[config.mk]
export PLATFORM = sky130hd
export DESIGN_NAME = acc_out_port
export DESIGN_NICKNAME = d
export VERILOG_FILES = /design/src/rtl/cpu_pkg.sv /design/src/rtl/acc_out_fifo_mem.sv /design/src/rtl/acc_out_port.sv
export SDC_FILE = /design/constraint.sdc
export NUM_CORES = 1
export LEC_CHECK = 0
export ABC_AREA = 1
export CAP_MARGIN = 25
export CORE_AREA = 2 2 63 65
export DETAILED_ROUTE_END_ITERATION = 6
export DIE_AREA = 0 0 65 67
export PLACE_DENSITY = 0.71
export SYNTH_ARGS = -nofsm -noshare
export SYNTH_HDL_FRONTEND = slang
export SYNTH_SLANG_ARGS = --single-unit
[constraint.sdc]
create_clock -name clk -period 2.35 [get_ports clk]
set_clock_uncertainty 0.2 [all_clocks]
set_input_delay 0.47 -clock clk [delete_from_list [all_inputs] [get_ports clk]]
set_output_delay 0.47 -clock clk [all_outputs]
set_load 0.03 [all_outputs]
[src/rtl/cpu_pkg.sv]
// Definitions shared by the accumulator, the ALU and the accumulator output port.
// Holds the datapath word width, the word type and the parity helper.
package cpu_pkg;

   localparam int DATA_W = 8;

   typedef logic [DATA_W-1:0] word_t;

   // Even parity: the returned bit makes the total number of ones even.
   function automatic logic even_parity(input word_t w);
      return ^w;
   endfunction

endpackage

[src/rtl/acc_out_fifo_mem.sv]
// Storage array for the accumulator output FIFO.
// It has one synchronous write port and an asynchronous read port. The array has no reset.
module acc_out_fifo_mem #(
   parameter int WIDTH = 8,
   parameter int DEPTH = 4,
   parameter int AW    = 2
) (
   input  logic             clk,
   input  logic             we,
   input  logic [AW-1:0]    waddr,
   input  logic [WIDTH-1:0] wdata,
   input  logic [AW-1:0]    raddr,
   output logic [WIDTH-1:0] rdata
);

   logic [WIDTH-1:0] mem_q [DEPTH];

   // Write port: one entry per cycle while we is high.
   always_ff @(posedge clk) begin
      if (we) begin
         mem_q[waddr] <= wdata;
      end
   end

   assign rdata = mem_q[raddr];

endmodule

[src/rtl/acc_out_port.sv]
// Accumulator output port: a small FIFO that drains to a device over valid/ready.
// Defining ACC_OUT_PARITY_EN stores a parity bit with each word and adds the out_parity output.
module acc_out_port
   import cpu_pkg::*;
#(
   parameter int DEPTH = 4,
   parameter int CNT_W = $clog2(DEPTH + 1)
) (
   input  logic              clk,
   input  logic              CLB,
   input  logic              store,
   input  word_t             acc_in,
   input  logic              clr_err,
   output word_t             out_data,
   output logic              out_valid,
   input  logic              out_ready,
`ifdef ACC_OUT_PARITY_EN
   output logic              out_parity,
`endif
   output logic              full,
   output logic              empty,
   output logic [CNT_W-1:0]  count,
   output logic              drop_err
);

   localparam int PTR_W = (DEPTH > 1) ? $clog2(DEPTH) : 1;
`ifdef ACC_OUT_PARITY_EN
   localparam int MEM_W = DATA_W + 1;
`else
   localparam int MEM_W = DATA_W;
`endif

   logic [PTR_W-1:0] wptr_q, wptr_d;
   logic [PTR_W-1:0] rptr_q, rptr_d;
   logic [CNT_W-1:0] count_q, count_d;
   logic             drop_err_q, drop_err_d;
   logic             push_s, pop_s;
   logic [MEM_W-1:0] wdata_s, rdata_s;

   acc_out_fifo_mem #(
      .WIDTH (MEM_W),
      .DEPTH (DEPTH),
      .AW    (PTR_W)
   ) u_mem (
      .clk   (clk),
      .we    (push_s),
      .waddr (wptr_q),
      .wdata (wdata_s),
      .raddr (rptr_q),
      .rdata (rdata_s)
   );

   // Status is derived only from the registered count, so out_ready never reaches out_valid.
   always_comb begin
      empty     = (count_q == CNT_W'(0));
      full      = (count_q == CNT_W'(DEPTH));
      count     = count_q;
      drop_err  = drop_err_q;
      out_valid = ~empty;
      out_data  = out_valid ? rdata_s[DATA_W-1:0] : word_t'(0);
`ifdef ACC_OUT_PARITY_EN
      out_parity = out_valid ? rdata_s[DATA_W] : 1'b0;
`endif
   end

   // Handshake decode and next state for pointers, occupancy and the sticky drop flag.
   always_comb begin
      pop_s      = out_valid & out_ready;
      push_s     = store & (~full | pop_s);
      wptr_d     = wptr_q;
      rptr_d     = rptr_q;
      count_d    = count_q;
      drop_err_d = drop_err_q;
`ifdef ACC_OUT_PARITY_EN
      wdata_s    = {even_parity(acc_in), acc_in};
`else
      wdata_s    = acc_in;
`endif

      if (push_s) begin
         wptr_d = (wptr_q == PTR_W'(DEPTH - 1)) ? PTR_W'(0) : wptr_q + PTR_W'(1);
      end else begin
         wptr_d = wptr_q;
      end

      if (pop_s) begin
         rptr_d = (rptr_q == PTR_W'(DEPTH - 1)) ? PTR_W'(0) : rptr_q + PTR_W'(1);
      end else begin
         rptr_d = rptr_q;
      end

      case ({push_s, pop_s})
         2'b10:   count_d = count_q + CNT_W'(1);
         2'b01:   count_d = count_q - CNT_W'(1);
         default: count_d = count_q;
      endcase

      // A refused store outranks a clear arriving in the same cycle.
      if (store & full & ~pop_s) begin
         drop_err_d = 1'b1;
      end else if (clr_err) begin
         drop_err_d = 1'b0;
      end else begin
         drop_err_d = drop_err_q;
      end
   end

   // State registers; a clear empties the queue regardless of any handshake in flight.
   always_ff @(posedge clk or negedge CLB) begin
      if (!CLB) begin
         wptr_q     <= PTR_W'(0);
         rptr_q     <= PTR_W'(0);
         count_q    <= CNT_W'(0);
         drop_err_q <= 1'b0;
      end else begin
         wptr_q     <= wptr_d;
         rptr_q     <= rptr_d;
         count_q    <= count_d;
         drop_err_q <= drop_err_d;
      end
   end

endmodule

# After elaboration in Yosys (flattened, before gate mapping)
# Memories as Yosys holds them, arrays and structs flattened.
# Cells that the tools add are included.
[totals]
inputBits = 13
mem_count = 1
ram_bits = 32
out_inout_bits = 15
register_bits = 8
[op_classes]
reduce_logical = 3
add_sub_neg = 4
eq_ne = 5
n_mux = 8
bitwise = 8
[memory_table]
columns = ["name", "words", "width", "rd", "rd_clocked_by_memory_dff", "write_ports", "line", "rtl"]
rows = [
  ["u_mem.mem_q", 4, 8, 1, 0, 1, "acc_out_fifo_mem.sv:16", "logic [WIDTH-1:0] mem_q [DEPTH];"],
]
[ops]
columns = ["operator", "n"]
rows = [
  ["$mux W8", 1],
  ["$eq A2 B2 Y1 const B", 3],
  ["$pmux W3 S2", 1],
  ["$add A2 B1 Y2 const B", 2],
  ["$and A1 B1 Y1", 4],
  ["$mux W1", 4],
  ["$mux W2", 2],
  ["$reduce_bool A2 Y1", 2],
  ["$add A3 B1 Y3 const B", 1],
  ["$eq A3 B3 Y1 const B", 1],
  ["$logic_not A3 Y1", 1],
  ["$not A1 Y1", 3],
  ["$sub A3 B1 Y3 const B", 1],
  ["$eq A2 B1 Y1 const B", 1],
  ["$or A1 B1 Y1", 1],
]

# Longest topological paths before layout
# Gate-level depths: netlist of the first run.
[depth]
depth_word = 7
mapped_depth = 9
depth_no_buf = 9

# Hierarchy
# A second synthesis of the first run with hierarchy kept.
[hier_totals]
hier_cells = 200
hier_area_um2 = 1906.8
[by_module_without_submodules]
columns = ["mod", "cells_per_inst", "area_per_inst_um2", "n_inst", "seq_area_each_um2"]
rows = [
  ["acc_out_fifo_mem", 133, 1387.6, 1, 960.9],
  ["acc_out_port", 67, 519.2, 1, 200.2],
]

# Least setup slack after synthesis of the first run
# Ideal clock, no wire load.
[synth_path]
path_kind = "flip-flop to output port"
from = "register count_q[2] (netlist: count[2])"
to = "output out_data[0]"
slack_ns = 0.179
arrival_time_ns = 1.501
n_path_buf = 0
path_stages_with_launch = 5
cell_sequence = "dfrtp_1 > inv_1 > nand2_4 > inv_2 > a21oi_1"
[synth_between]
elab_chain_len = 2
[synth_rtl]
columns = ["element", "line", "rtl"]
rows = [
  ["start, declared", "acc_out_port.sv:35", "logic [CNT_W-1:0] count_q, count_d;"],
  ["start signal, assigned", "acc_out_port.sv:118", "count_q <= count_d;"],
  ["$logic_not A3 Y1", "acc_out_port.sv:55", "empty = (count_q == CNT_W'(0));"],
  ["net empty", "acc_out_port.sv:21", "output logic empty,"],
  ["$mux W8", "acc_out_port.sv:60", "out_data = out_valid ? rdata_s[DATA_W-1:0] : word_t'(0);"],
  ["end, declared", "acc_out_port.sv:14", "output word_t out_data,"],
]
# The timed path passes the listed nets, and every way through them passes these cells.

# Worst setup path in the final report of the first run
[layout_path]
from = "register count_q[0] (netlist: count[0])"
to = "output out_valid"
[layout_between]
elab_chain_len = 2
[layout_rtl]
columns = ["element", "line", "rtl"]
rows = [
  ["$logic_not A3 Y1", "acc_out_port.sv:55", ""],
  ["$not A1 Y1", "acc_out_port.sv:59", "out_valid = ~empty;"],
  ["end, declared", "acc_out_port.sv:15", "output logic out_valid,"],
]
# Every way passes these cells.

==> metrics.cfg, run 1 <==
[status]
run_status = complete, no violations

[yosys]
ys_seq_elements = 40
synth-seq-area-share_pct = 64.53
synth.distinct_cells = 22
synthXorXnorAreaFrac_pct = 0
synth_ff_type = edfxtp_1
synth_common_cells = nor2_1, edfxtp_1, inv_1
synth_top_family_by_area = simple AND/OR/NAND/NOR gates
yosysTopAreaCellShare_pct = 53.41
synth.top_cells.by_area = edfxtp_1, dfrtp_1, nor2_1
synth_cells = 159
synthAdderAreaFrac_pct = 4.590
muxShareOfSynthArea_pct = 0
synth_edf_count = 32
synthSimpleGateAreaFrac_pct = 16.83
yosys.area.top_type = edfxtp_1
synth_compound_area_share_pct = 8.762
yosysMostFrequentCell = nor2_1
syn_area_sq_mm = 0.001799
syn_avg_cell_area_sq_um = 11.32
syn-num-nets = 178
synth_warnings = 0
async_flop_share_pct = 20.00

[cells_and_area]
stdcell_count = 248
syn2layout_area_growth_pct = 27.19
final.fill_count = 285
drive_gt1_share_pct = 23.50
finalNetCount = 218
diodes = 0

[critical_path]
cp-startpoint = count[0]$_DFFE_PN0P_
startpoint_type = flip-flop
crit_fanout = 4
worst_ep_required_time_ns = 1.68
path_class = reg -> out
cp.arrival_ns = 1.59
timing.rr.start = count[2]$_DFFE_PN0P_
end_kind = output pin

[clock_network]
path_clk_slew_ns = 0.07
worstSkewPairLatency_ns = 0.28
h-tree-depth = 2
postCtsHoldBufs = 0
cts.sinks = 40
cts_buffer_depth = 2
tritoncts = yes
cts-buffers-inserted = 5
cts_root_buf = clkbuf_8

[route]
vias = 1207
vias_per_cell = 4.867
dr.pass1.iters = 4
drtAntennaViolNets = 0
wl_met2_um = 1814
remaining_drc_errors = 0
wl_per_cell_um = 13.57
drt_iter0_markers = 54
drt-met1-wl_um = 1427
wl_met3_um = 92
highest_layer = met4
routed_wl_um = 3365

[power_and_ir_drop]
vdd_drop_max_v = 0.0005665
p_leak_nw = 0.9345
power_density_mw_per_mm2 = 1416

[placed_design]
place_hpwl_um = 2428
dp.cells = 238
io_buffer_count = 27
gp_congestion = 0.7880

[timing]
fin_tns_setup_ns = 0
period_minus_slack_ns = 2.264
slew_violations = 0
tightestPinTransition_ns = 0.4219
period_share_pct = 96.35
max_slew_margin_pct = 71.78
setup_viol = 0
hold_viol = 0
rsz0062_at_grt = false
fmax_mhz = 441.6

[min_path]
hold_class = in -> async

[grt]
grt_pass1_wl_um = 5457
grt_max_degree = 18
antenna_found_initial = 0
track_usage_pct = 17.26
overflow = 0
grt_pass1_vias = 1160

[floorplan]
io_pins = 28
num_rows = 22
core_sq_mm = 0.003606
dieArea_sq_mm = 0.004355
dieHeight_um = 67
start_util_pct = 49.90
die_w_um = 65

[job]
maxCapViolCount = 0

[final cells by class]
cell class / instances / area (sq um) / area share (%)
clock buffers: 7 / 96.34 / 4.210
clock inverters: 1 / 30.03 / 1.312
inverters: 18 / 72.57 / 3.171
multi-input cells: 97 / 543.0 / 23.73
flip-flops and latches: 40 / 1164 / 50.85
well taps: 48 / 60.06 / 2.624
repair buffers: 37 / 322.8 / 14.11
[worst max-delay path, stage by stage (launching register included)]
cell             delay, ns
dfrtp_1               0.44
nor2_4                0.18
nand2_4               0.10
clkdlybuf4s50_1       0.60
[report_power, final]
| part | internal [W] | switching [W] | total, W |
|---|---|---|---|
| registers | 0.000950 | 0.000134 | 0.00108 |
| clock network | 0.000374 | 0.000214 | 0.000589 |
| logic | 0.000587 | 0.000981 | 0.00157 |
[cell families (layout without fill, tap and decap cells)]
kind of cell / Yosys count / in the layout
flops: 40 / 40
simple gates: 61 / 61
buf+inv: 22 / 63
fa+ha+maj: 6 / 6
compound gates: 30 / 30
[per-stage QoR]
step	hold slack (ns)	power [W]	util (%)	worst slack [ns]	cell area (sq um)
after detailed placement	0.3387	0.002656	59.47	0.1730	2145
after global routing	0.3084	0.003455	63.46	0.01094	2288
after floorplan	-0.02559	0.002115	-	0.1791	1799
final	0.2869	0.003240	63.46	0.08568	2288
after global placement	0.3155	0.002597	59.47	0.2345	2145
after CTS	0.2935	0.003234	62.94	0.06684	2270
[path summary, 6_finish.rpt]
check / to / slack, ns / depth (start not counted)
setup / recovery: out_valid / 0.09 / 3
hold / removal: count[0]$_DFFE_PN0P_ / 0.29 / 1
setup reg to reg: count[2]$_DFFE_PN0P_ / 0.61 / 8
hold reg to reg: drop_err$_DFFE_PN0P_ / 0.35 / 2
max in group asynchronous: rptr_q[1]$_DFFE_PN0N_ / 1.34 / 1
min in group clk: drop_err$_DFFE_PN0P_ / 0.35 / 2
[per-layer routing]
layer / up-vias / global-route usage (%)
met4: 0 / 5.585
met2: 16 / 30.93
li1: 608 / -
met3: 4 / 4.054
met1: 579 / 20.45
met5: - / 0
[state kept, by name, summed over array words and instances (netlist names)]
signal and flops:
wptr_q 2, u_mem.mem_q 32, rptr_q 2, drop_err 1, count 3
[cells in the final DEF, fill, tap and decap left out, types with 7 or more instances in the layout]
master | netlist | routed
clkbuf_8 | 0 | 7
buf_4 | 2 | 18
edfxtp_1 | 32 | 32
clkdlybuf4s50_1 | 0 | 17
o21ai_0 | 8 | 8
nor2_1 | 39 | 39
nand2_1 | 7 | 7
inv_1 | 13 | 13
o21ai_1 | 10 | 10
a21oi_1 | 10 | 10
[timing repair]
action / in CTS / in global routing
endpoints found under the hold margin: 0 / 0
setup endpoints to repair: 5 / 2
setup buffers: 0 / 2
resized for setup: 3 / 3
Power figures use the tool's default switching activity.
==> inputs of run 2 (changes only) <==
Settings changed: CORE_AREA 2 2 63 65 to 2 2 62 64, DIE_AREA 0 0 65 67 to 0 0 64 66, PLACE_DENSITY 0.71 to 0.73.
==> metrics.cfg, run 2 (synthesis gave the netlist of run 1 again) <==
[timing]
slew_violations = 0
worst_slack_ns = 0.1234
setup_viol = 0
period_minus_slack_ns = 2.227
hold_viol = 0
whs_ns = 0.1899
fin_tns_setup_ns = 0
tightestPinTransition_ns = 0.4047
rsz0062_at_grt = false
period_share_pct = 94.75
max_slew_margin_pct = 72.94
fmax_mhz = 449.1

[critical_path]
crit_end = out_data[2]
startpoint_type = flip-flop
path_class = reg -> out
crit_fanout = 8
end_kind = output pin
cp-startpoint = count[2]$_DFFE_PN0P_
path_cells = inv_1 > nand2_4 > inv_2 > buf_4 > a21oi_1 > buf_4
r2r-end = count[2]$_DFFE_PN0P_
worst_ep_required_time_ns = 1.68
timing.rr.start = count[2]$_DFFE_PN0P_
cp.arrival_ns = 1.56
critPathSlowestCell = dfrtp_1
cpPeakStageDelay_ns = 0.43
path_common_cell = buf_4
rrSetupSlack_ns = 0.58
r2r.worst_path.cells = 8

[placed_design]
dp.cells = 239
place_hpwl_um = 2523
io_buffer_count = 27
gp_congestion = 0.7789
dp_slack_ns = 0.1243

[route]
vias = 1223
wl_met2_um = 1695
remaining_drc_errors = 0
drt_iter0_markers = 24
highest_layer = met4
dr.pass1.iters = 4
wl_per_cell_um = 13.48
drt-met1-wl_um = 1491
vias_per_cell = 4.931
routed_wl_um = 3343
drtAntennaViolNets = 0
wl_met3_um = 97

[cells_and_area]
drive_gt1_share_pct = 24.00
syn2layout_area_growth_pct = 23.30
finalNetCount = 218
stdcell_count = 248
final_cell_mix = nor2_1, edfxtp_1, buf_4
largest_register_ff_count = 32
regArea_sq_mm = 0.001164
final.fill_count = 288
regMostFlops = u_mem.mem_q
final_common_cell = nor2_1
diodes = 0
multi_input_area_sq_um = 546.8

[floorplan]
num_rows = 22
dieHeight_um = 66
die_w_um = 64
io_pins = 28
core_sq_mm = 0.003551
dieArea_sq_mm = 0.004224
start_util_pct = 50.67

[grt]
track_usage_pct = 18.16
grt_pass1_vias = 1235
grt_max_degree = 18
grt_pass1_wl_um = 5616
overflow = 0
antenna_found_initial = 0

[clock_network]
postCtsHoldBufs = 0
h-tree-depth = 2
cts_root_buf = clkbuf_4
path_clk_slew_ns = 0.12
cts-buffers-inserted = 5
cts_buffer_depth = 2
worstSkewPairLatency_ns = 0.36
tritoncts = yes
cts.sinks = 40

[job]
maxCapViolCount = 0

[power_and_ir_drop]
p_leak_nw = 0.9050
power_density_mw_per_mm2 = 1341
vdd_drop_max_v = 0.0006565

[min_path]
hold_class = in -> async

[status]
run_status = complete, no violations

## run 2: how the worst min path moves through the flow
stage | from | end | slack, ns | cells after the start
4_1_cts | CLB | wptr_q[1]$_DFFE_PN0P_ | 0.20 | 1
5_1_grt | CLB | drop_err$_DFFE_PN0P_ | 0.20 | 1
2_1_floorplan | CLB | count[0]$_DFFE_PN0P_ | -0.03 | 0
3_5_place_dp | drop_err$_DFFE_PN0P_ | drop_err$_DFFE_PN0P_ | 0.33 | 2
3_3_place_gp | drop_err$_DFFE_PN0P_ | drop_err$_DFFE_PN0P_ | 0.32 | 2
6_report | CLB | drop_err$_DFFE_PN0P_ | 0.19 | 1
## run 2: routing by layer
metal	up-vias	track usage, %
li1	613	-
met2	15	30.99
met4	0	7.337
met3	6	5.111
met1	589	21.71
met5	-	0
## run 2: what timing repair did
action | 4_1_cts | 5_1_grt
gates resized for setup | 5 | 1
endpoints found under the setup margin | 6 | 6
gates cloned | 0 | 0
setup buffers | 0 | 1
## run 2: worst max-delay path: cells and delay by family (launching register included)
family	cells	cell delay [ns]
AOI/OAI and AO/OA	1	0.15
DFF	1	0.43
buffers and inverters	4	0.50
and+or+nand+nor	1	0.12
## run 2: where the power goes
part           internal (W)  leakage, nW  switching, W
clock              0.000115       0.0349      0.000224
combinational      0.000578        0.481      0.000994
sequential         0.000948        0.389      0.000116
## run 2: through the flow
step	util [%]	power [W]	cell area (sq um)
2_1_floorplan	-	0.002115	1799
3_3_place_gp	60.61	0.002595	2152
3_5_place_dp	60.61	0.002661	2152
4_1_cts	62.16	0.002982	2207
5_1_grt	62.47	0.003197	2218
6_report	62.47	0.002976	2218
## run 2: final cells by class
class,count,area share (%)
Timing Repair Buffer,37,14.50
Clock inverter,3,0.8460
Inverter,18,3.158
Tap cell,48,2.707
Clock buffer,5,1.692
Multi-Input combinational cell,97,24.65
Sequential cell,40,52.45
==> inputs of run 3 (changes only) <==
Settings changed: ABC_AREA 1 to unset, PLACE_DENSITY 0.73 to 0.74.
==> metrics.cfg, run 3 <==
[critical_path]
cp.arrival_ns = 1.68
cp_top_family = multiplexers
path_cells = buf_6 > mux4_2 > and2_4 > buf_6
critPathSlowestCell = mux4_2
startpoint_type = flip-flop
cpPeakStageDelay_ns = 0.49
worst_ep_required_time_ns = 1.68
path_common_cell = buf_6
path_class = reg -> out
crit_fanout = 5
worst-path-buf-inv = 2
end_kind = output pin

[timing]
period_share_pct = 99.82
fmax_mhz = 426.3
period_minus_slack_ns = 2.346
rsz0062_at_grt = true
slew_violations = 0
setup_viol = 0
worst_slack_ns = 0.004122
fin_tns_setup_ns = 0
hold_viol = 0
tightestPinTransition_ns = 0.4011
max_slew_margin_pct = 73.18

[yosys]
synth_cells = 110
yosysTopAreaCellShare_pct = 52.42
syn_avg_cell_area_sq_um = 16.66
synth_ff_type = edfxtp_1
syn-num-nets = 129
synth.distinct_cells = 36
synth_common_cells = edfxtp_1, and2_1, dfrtp_1, inv_1, mux4_2
yosys.area.top_type = edfxtp_1
async_flop_share_pct = 20.00
yosysMostFrequentCell = edfxtp_1
syn_area_sq_mm = 0.001833
synth.top_cells.by_area = edfxtp_1, dfrtp_1, mux4_2
synth_edf_count = 32
synth-seq-area-share_pct = 63.34
ys_seq_elements = 40
synth_warnings = 0

[cells_and_area]
final_core_util_pct = 67.09
regMostFlops = u_mem.mem_q
drive_gt1_share_pct = 37.25
largest_register_ff_count = 32
final_common_cell = edfxtp_1
stdcell_count = 201
syn2layout_area_growth_pct = 29.97
final_cell_mix = edfxtp_1, clkdlybuf4s50_1, buf_6
diodes = 0
finalNetCount = 171

[clock_network]
path_clk_slew_ns = 0.11
post-cts-setup-buffers = 0
h-tree-depth = 2
tritoncts = yes
worstSkewPairLatency_ns = 0.34
cts.sinks = 40
cts_root_buf = clkbuf_4
cts_buffer_depth = 2
cts-buffers-inserted = 5
postCtsHoldBufs = 0

[grt]
overflow = 0
grt_pass1_vias = 1093
track_usage_pct = 16.89
antenna_found_initial = 0
grt_pass1_wl_um = 5147
grt_max_degree = 14

[placed_design]
io_buffer_count = 27
dp.cells = 193
place_hpwl_um = 2277
dp_slack_ns = -0.1275
gp_congestion = 0.7764

[power_and_ir_drop]
clockPowerShare_pct = 13.6
p_int_w = 0.002112
power_density_mw_per_mm2 = 1382
vdd_drop_max_v = 0.0005850
total_power_w = 0.003292
combPwrFrac_pct = 54.7
pwr-share-seq_pct = 31.7
swShare_pct = 35.83
switchingPower_w = 0.001179
p_leak_nw = 0.9244

[floorplan]
dieHeight_um = 66
start_util_pct = 51.62
core_sq_mm = 0.003551
io_pins = 28
dieArea_sq_mm = 0.004224
die_w_um = 64
num_rows = 22

[job]
maxCapViolCount = 0

[route]
vias = 1039
drt_iter0_markers = 40
remaining_drc_errors = 0
vias_per_cell = 5.169
dr.pass1.iters = 4
drtAntennaViolNets = 0
routed_wl_um = 3193
wl_per_cell_um = 15.89

[status]
run_status = complete, no violations

[min_path]
hold_class = in -> async

-- run 3: cell count changes after synthesis, sizes merged, moves of 4 or more --
| cell | before | now |
|---|---|---|
| nand2 | 15 | 2 |
| mux2 | 0 | 4 |
| nand3 | 5 | 0 |
| o21ai | 20 | 0 |
| nor2 | 40 | 4 |
| a21oi | 10 | 1 |
| and2 | 0 | 13 |
| mux4 | 0 | 8 |
| inv | 18 | 8 |
-- run 3: final cells by class --
cell class	instances	area (sq um)
well taps	48	60.06
repair buffers	41	437.9
inverters	8	30.03
multi-input cells	56	613.1
clock inverters	3	42.54
clock buffers	5	37.54
flip-flops and latches	40	1161
fillers	262	1169
-- run 3: worst paths after layout --
kind | depth (start not counted) | slack [ns] | endpoint | startpoint
max reg2reg | 5 | 0.25 | count[1]$_DFFE_PN0P_ | count[0]$_DFFE_PN0P_
max | 4 | 0.004 | out_data[0] | rptr_q[0]$_DFFE_PN0N_
min in group clk | 1 | 0.31 | drop_err$_DFFE_PN0P_ | drop_err$_DFFE_PN0P_
min reg2reg | 1 | 0.31 | drop_err$_DFFE_PN0P_ | drop_err$_DFFE_PN0P_
max in group asynchronous | 1 | 1.46 | rptr_q[0]$_DFFE_PN0N_ | CLB
min | 1 | 0.21 | count[1]$_DFFE_PN0P_ | CLB
-- run 3: metrics by stage --
| step | hold slack, ns | instance area, sq um |
|---|---|---|
| after global placement | 0.2830 | 2267 |
| after global routing | 0.2192 | 2382 |
| after detailed placement | 0.2883 | 2267 |
| after CTS | 0.2022 | 2326 |
| final | 0.2082 | 2382 |
| after floorplan | -0.02559 | 1833 |
-- run 3: what timing repair did --
item	4_1_cts	5_1_grt
endpoints found under the hold margin	0	0
pin swaps	0	2
gates resized for setup	45	28
cloned	0	0
endpoints found under the setup margin	10	8
-- run 3: cells by family (layout without fill, tap and decap cells) --
family / after synthesis / after routing / synth area share, %
AOI/OAI and AO/OA: 10 / 10 / 4.984
xor gates and xnor gates: 2 / 2 / 0.9558
DFF: 40 / 40 / 63.34
and+or+nand+nor: 25 / 25 / 8.670
buffers and inverters: 14 / 57 / 4.300
adders and majority gates: 6 / 6 / 4.505
muxes: 13 / 13 / 13.24
-- run 3: layer usage --
metal	share of wire [%]	GRT usage (%)	up-vias	routed length [um]
li1	-	-	490	-
met1	42	20.02	520	1340
met2	53	29.69	27	1702
met3	4.2	3.066	2	135
met4	0.47	8.152	0	15
met5	0	0	-	0
-- run 3: worst register-to-register path: stages (launching register included) --
cell and delay (ns):
dfrtp_1 0.40, or3_4 0.49, nand2_1 0.12, fa_1 0.45, a211oi_1 0.26, o21a_1 0.14
-- run 3: power by group through the flow --
| stage | clock network, W | logic (W) | registers [W] |
|---|---|---|---|
| 4_1_cts | 0.000456 | 0.00161 | 0.00105 |
| 6_report | 0.000448 | 0.00180 | 0.00104 |
| 2_1_floorplan | 0 | 0.00100 | 0.00110 |
| 3_5_place_dp | 0 | 0.00167 | 0.00106 |
| 3_3_place_gp | 0 | 0.00162 | 0.00105 |
| 5_1_grt | 0.000485 | 0.00193 | 0.00106 |
